==> config.mk <==
export PLATFORM = sky130hd
export DESIGN_NAME = icache_refill
export DESIGN_NICKNAME = d
export VERILOG_FILES = /design/src/rtl/icache_refill.sv
export SDC_FILE = /design/constraint.sdc
export NUM_CORES = 1
export LEC_CHECK = 0
export CAP_MARGIN = 40
export CORE_MARGIN = 2
export CORE_UTILIZATION = 25
export CTS_CLUSTER_SIZE = 14
export DETAILED_ROUTE_END_ITERATION = 8
export GPL_ROUTABILITY_DRIVEN = 0
export MAX_ROUTING_LAYER = met4
export PLACE_DENSITY = 0.51
export SLEW_MARGIN = 20
export SYNTH_ARGS = -nofsm -noshare
export SYNTH_HDL_FRONTEND = slang
export SYNTH_SLANG_ARGS = --single-unit
==> constraint.sdc <==
create_clock -name clkIn -period 3 [get_ports clkIn]
set_input_delay 0.6 -clock clkIn [delete_from_list [all_inputs] [get_ports clkIn]]
set_output_delay 0.6 -clock clkIn [all_outputs]
set_load 0.005 [all_outputs]
==> src/rtl/icache_refill.sv <==
// rtl/icache_refill.sv - byte-serial line refill engine feeding the instruction cache fill port
module icache_refill #(
  parameter int ADDR_WIDTH  = 17,
  parameter int BLOCK_WIDTH = 4,
  parameter int BLOCK_SIZE  = 2 ** BLOCK_WIDTH
) (
  input  logic                          clkIn,
  input  logic                          resetIn,
  input  logic                          missIn,
  input  logic [ADDR_WIDTH-1:0]         missAddrIn,
  input  logic                          flushIn,
  input  logic [7:0]                    ramDataIn,
  output logic                          ramReqOut,
  output logic [ADDR_WIDTH-1:0]         ramAddrOut,
  output logic                          busy,
  output logic                          memDataValid,
  output logic [ADDR_WIDTH-BLOCK_WIDTH-1:0] memAddr,
  output logic [BLOCK_SIZE*8-1:0]       memDataOut
);

  localparam int BLK_W  = ADDR_WIDTH - BLOCK_WIDTH;
  localparam int LINE_W = BLOCK_SIZE * 8;

  localparam logic [BLOCK_WIDTH:0]   ISSUE_ONE = {{BLOCK_WIDTH{1'b0}}, 1'b1};
  localparam logic [BLOCK_WIDTH-1:0] RECV_ONE  = {{(BLOCK_WIDTH-1){1'b0}}, 1'b1};

  typedef enum logic [1:0] {IDLE, FETCH, DONE} state_t;

  state_t                   state_q, state_d;
  logic [BLK_W-1:0]         blk_q, blk_d;
  logic [BLOCK_WIDTH:0]     issue_cnt_q, issue_cnt_d;
  logic [BLOCK_WIDTH-1:0]   recv_cnt_q, recv_cnt_d;
  logic                     req_dly_q, req_dly_d;
  logic [LINE_W-9:0]        line_q, line_d;
  logic [BLK_W-1:0]         last_blk_q, last_blk_d;
  logic                     last_valid_q, last_valid_d;
  logic                     ram_req_q, ram_req_d;
  logic [ADDR_WIDTH-1:0]    ram_addr_q, ram_addr_d;
  logic                     busy_q, busy_d;
  logic                     mem_valid_q, mem_valid_d;
  logic [BLK_W-1:0]         mem_addr_q, mem_addr_d;
  logic [LINE_W-1:0]        mem_data_q, mem_data_d;

  logic [BLK_W-1:0]         miss_blk;
  logic                     unused_lo;

  // Only the block number of the missing address matters; the byte offset is refetched anyway.
  assign miss_blk  = missAddrIn[ADDR_WIDTH-1:BLOCK_WIDTH];
  assign unused_lo = ^missAddrIn[BLOCK_WIDTH-1:0];

  // State and output registers; reset drops any partial line without strobing the cache.
  always_ff @(posedge clkIn) begin
    if (resetIn) begin
      state_q      <= IDLE;
      blk_q        <= '0;
      issue_cnt_q  <= '0;
      recv_cnt_q   <= '0;
      req_dly_q    <= 1'b0;
      line_q       <= '0;
      last_blk_q   <= '0;
      last_valid_q <= 1'b0;
      ram_req_q    <= 1'b0;
      ram_addr_q   <= '0;
      busy_q       <= 1'b0;
      mem_valid_q  <= 1'b0;
      mem_addr_q   <= '0;
      mem_data_q   <= '0;
    end else begin
      state_q      <= state_d;
      blk_q        <= blk_d;
      issue_cnt_q  <= issue_cnt_d;
      recv_cnt_q   <= recv_cnt_d;
      req_dly_q    <= req_dly_d;
      line_q       <= line_d;
      last_blk_q   <= last_blk_d;
      last_valid_q <= last_valid_d;
      ram_req_q    <= ram_req_d;
      ram_addr_q   <= ram_addr_d;
      busy_q       <= busy_d;
      mem_valid_q  <= mem_valid_d;
      mem_addr_q   <= mem_addr_d;
      mem_data_q   <= mem_data_d;
    end
  end

  // Next-state logic: issue side runs one cycle ahead, receive side trails the RAM by two cycles.
  always_comb begin
    state_d      = state_q;
    blk_d        = blk_q;
    issue_cnt_d  = issue_cnt_q;
    recv_cnt_d   = recv_cnt_q;
    req_dly_d    = ram_req_q;
    line_d       = line_q;
    last_blk_d   = last_blk_q;
    last_valid_d = last_valid_q;
    ram_req_d    = ram_req_q;
    ram_addr_d   = ram_addr_q;
    busy_d       = busy_q;
    mem_valid_d  = mem_valid_q;
    mem_addr_d   = mem_addr_q;
    mem_data_d   = mem_data_q;

    case (state_q)
      IDLE: begin
        // A miss on the line just written is the cache's stale registered flag, not a real miss.
        if (missIn && !flushIn && !(last_valid_q && (miss_blk == last_blk_q))) begin
          blk_d       = miss_blk;
          ram_req_d   = 1'b1;
          ram_addr_d  = {miss_blk, {BLOCK_WIDTH{1'b0}}};
          busy_d      = 1'b1;
          issue_cnt_d = ISSUE_ONE;
          recv_cnt_d  = '0;
          state_d     = FETCH;
        end
      end

      FETCH: begin
        if (flushIn) begin
          ram_req_d   = 1'b0;
          ram_addr_d  = '0;
          busy_d      = 1'b0;
          issue_cnt_d = '0;
          recv_cnt_d  = '0;
          state_d     = IDLE;
        end else begin
          if (!issue_cnt_q[BLOCK_WIDTH]) begin
            ram_req_d   = 1'b1;
            ram_addr_d  = {blk_q, issue_cnt_q[BLOCK_WIDTH-1:0]};
            issue_cnt_d = issue_cnt_q + ISSUE_ONE;
          end else begin
            ram_req_d  = 1'b0;
            ram_addr_d = '0;
          end

          // req_dly_q marks a cycle whose ramDataIn answers a request from two edges earlier.
          if (req_dly_q) begin
            if (&recv_cnt_q) begin
              mem_data_d   = {ramDataIn, line_q};
              mem_addr_d   = blk_q;
              mem_valid_d  = 1'b1;
              last_blk_d   = blk_q;
              last_valid_d = 1'b1;
              state_d      = DONE;
            end else begin
              for (int k = 0; k < BLOCK_SIZE - 1; k++) begin
                if (recv_cnt_q == BLOCK_WIDTH'(k)) begin
                  line_d[8*k +: 8] = ramDataIn;
                end
              end
              recv_cnt_d = recv_cnt_q + RECV_ONE;
            end
          end
        end
      end

      DONE: begin
        mem_valid_d = 1'b0;
        busy_d      = 1'b0;
        state_d     = IDLE;
      end

      default: begin
        state_d = IDLE;
      end
    endcase
  end

  assign ramReqOut    = ram_req_q;
  assign ramAddrOut   = ram_addr_q;
  assign busy         = busy_q;
  assign memDataValid = mem_valid_q;
  assign memAddr      = mem_addr_q;
  assign memDataOut   = mem_data_q;

endmodule

==> results.sh <==
export IMPL_synth_compound_area_share_pct=16.5
export IMPL_grtUsageMet1_pct=18.6
export IMPL_fin_ws_ps=613
export IMPL_avgSynthCellArea_um2=8.30
export IMPL_hold_viol=0
export IMPL_async_flop_share_pct=0
export IMPL_leakage_nw=4.93
export IMPL_grt_ovfl_total=0
export IMPL_antenna_cells=0
export IMPL_synth_ff_latch_count=307
export IMPL_cts_tree="done"
export IMPL_ys_warn_count=0
export IMPL_syn_inst=1389
export IMPL_area_delta_synth_final_pct=33.4
export IMPL_yosysUniqueCellTypes=41
export IMPL_worstPathArrival_ps=2850
export IMPL_crit_path_end_kind="register"
export IMPL_wirelength_mm=35.1
export IMPL_cts_made_buffers=36
export IMPL_fin_nets=1587
export IMPL_critical_path_cell_chain="inv_1, ha_1, nand2b_1, or3_1, buf_4, nor2_1, nand2_1, a21oi_1"
export IMPL_slowest_stage="nor2_1"
export IMPL_start_util_pct=25.3
export IMPL_die_w_um=219
export IMPL_tightest_slew_ps=930
export IMPL_final_antenna_net_count=0
export IMPL_grt_total_usage_pct=15.0
export IMPL_synth_adder_area_share_pct=0.977
export IMPL_worstSkewPairLatency_ps=560
export IMPL_cts_max_level=2
export IMPL_io_pins=190
export IMPL_die_area_um2=47800
export IMPL_grt_pass1_wl_mm=54.8
export IMPL_setup_viol=0
export IMPL_path_clk_slew_ps=60
export IMPL_max_freq_mhz=419
export IMPL_core_um2=45500
export IMPL_drc=0
export IMPL_drv_slew=0
export IMPL_synth_simple_gate_area_share_pct=18.8
export IMPL_min_path_type="register to register"
export IMPL_synth_top_area_cell="dfxtp_1"
export IMPL_synth_area_top_cells="dfxtp_1, nand2_1, a21oi_1"
export IMPL_final_layout_size_suffix_gt1_share_pct=7.36
export IMPL_fin_crit_ps=2390
export IMPL_dpl_hpwl_mm=21.4
export IMPL_syn_area_um2=11500
export IMPL_grt_max_degree=178
export IMPL_synth_top_family_by_area="simple AND/OR/NAND/NOR gates"
export IMPL_start_kind="register"
export IMPL_relSlewSlack_pct=38.0
export IMPL_ys_seq_area_share_pct=53.3
export IMPL_clockRootBuffer="clkbuf_16"
export IMPL_period_share_pct=79.6
export IMPL_power_density_nw_per_um2=592
export IMPL_io_buffers=185
export IMPL_grt_pass1_vias=9588
export IMPL_rows=78
export IMPL_die_height_um=219
export IMPL_cts_resized=0
export IMPL_synth_nets=1427
export IMPL_cts_hold_buffers=0
export IMPL_clkSinkCount=307
export IMPL_cts_max_path_buffers=3
export IMPL_ir_worst_vdd_mv=0.407
export IMPL_dp_slack_ps=175
export IMPL_antenna_found_initial=1
export IMPL_post_cts_buffers=0
export IMPL_worstPathMaxFanout=28
export IMPL_wire_per_inst_um=16.1
export IMPL_synth_main_ff_cell="dfxtp_1"
export IMPL_synth_top_cell_area_share_pct=53.3
export IMPL_outcome="finished, final reports clean"
export IMPL_grt_util_met2_pct=24.7
export IMPL_crit_path_max_incr_delay_ps=440
export IMPL_synth_edf_count=0
export IMPL_synth_area_mux_share_pct=5.30
export IMPL_critPathTopFamily="simple AND/OR/NAND/NOR gates"
export IMPL_via_count=9984
export IMPL_drt_iter0_markers=606
export IMPL_cap_viol_max_count=0
export IMPL_viasPerCell=4.59
export IMPL_path_class="register to register"
export IMPL_synth_xor_area_share_pct=0.988
export IMPL_grt_setup_unrepaired="false"
export IMPL_use_met3_pct=2.98
export IMPL_first_pass_iters=5
export IMPL_grt_busiest_layer="met2"
export IMPL_finalSetupTns_ps=0
export IMPL_timing_critical_path_buf_inv=2
export IMPL_cp_data_required_time_ps=3460
export IMPL_fin_skew_ps=24.3
synthesized netlist by cell type, types with 3 or more instances:
master,count
a31oi_1,3
o41ai_1,4
nand4_1,5
clkbuf_1,90
buf_2,12
o311ai_0,5
nor2_1,67
o32ai_1,4
a311oi_1,14
xnor2_1,13
mux2i_1,61
nor2_4,4
ha_1,9
nand3_1,20
nand2_1,399
nand2b_1,16
nor2b_1,3
inv_1,12
o21ai_0,77
dfxtp_1,307
a21oi_1,233
o31ai_1,3
sequential cells by signal (all words and copies together) (netlist names):
register	flops
line_q	120
ramAddrOut	17
req_dly_q	1
ramReqOut	1
blk_q	13
memDataValid	1
issue_cnt_q	5
last_valid_q	1
state_q	2
memAddr	13
busy	1
recv_cnt_q	4
memDataOut	128
cell families (layout without fill, tap and decap cells):
logic type                 after synthesis  after routing
buffers and inverters                  118            306
and+or+nand+nor                        529            529
muxes                                   61             61
AOI/OAI and AO/OA                      352            352
DFF                                    307            307
adders and majority gates                9              9
xor gates and xnor gates                13             13
per-stage QoR:
stage | hold slack [ps] | total power, mW | utilization (%) | instance area (µm²) | std cells
2_1_floorplan | 428 | 4.43 | - | 11500 | 1389
3_3_place_gp | 433 | 4.65 | 31.0 | 14100 | 2110
3_5_place_dp | 441 | 4.65 | 31.1 | 14100 | 2111
4_1_cts | 444 | 9.26 | 33.8 | 15400 | 2177
5_1_grt | 467 | 9.46 | 33.8 | 15400 | 2177
6_report | 433 | 9.10 | 33.8 | 15400 | 2177
worst register-to-register path, stage by stage (launching register included):
cell      delay (ps)
dfxtp_1          330
inv_1            140
ha_1             360
nand2b_1         190
or3_1            340
buf_4            250
nor2_1           450
nand2_1          100
a21oi_1          130
layout by cell type (no fill, tap or decap), types with 9 or more instances in the layout:
master,count
nand2_1,399
dfxtp_1,307
a21oi_1,233
clkdlybuf4s50_1,184
o21ai_0,77
nor2_1,66
mux2i_1,61
clkbuf_16,36
buf_4,36
nand3_1,19
nand2b_1,16
a311oi_1,14
xnor2_1,13
inv_1,12
clkbuf_8,10
ha_1,9
final timing paths:
path,from,end,slack (ps),depth (start not counted)
worst max-delay path,state_q[1],line_q[14],610,8
worst min-delay path,line_q[93],memDataOut[93],430,2
worst max register to register,state_q[1],line_q[14],610,8
worst min register to register,line_q[93],memDataOut[93],430,2
per-layer routing:
layer | vias to the layer above | part of all wire [%] | routed length [µm]
met1 | 4738 | 46 | 16100
met2 | 219 | 47 | 16600
met5 | - | 0 | 0
li1 | 4984 | - | -
met3 | 43 | 5.1 | 1810
met4 | 0 | 1.7 | 614
layout make-up:
| cell class | count | area, µm² |
|---|---|---|
| Sequential cell | 307 | 6150 |
| Fill cell | 4821 | 30100 |
| Clock buffer | 51 | 1060 |
| Inverter | 12 | 45.0 |
| Tap cell | 600 | 751 |
| Multi-Input combinational cell | 964 | 4920 |
| Clock inverter | 15 | 186 |
| Timing Repair Buffer | 228 | 2260 |
where the power goes:
part	switching, mW	leakage (nW)	total [mW]	internal, mW
Combinational	0.260	1.84	0.417	0.157
Clock	1.80	0.617	4.54	2.74
Sequential	0.0296	2.48	4.14	4.11
Total	2.09	4.93	9.10	7.01
(Power assumes the default switching activity.)
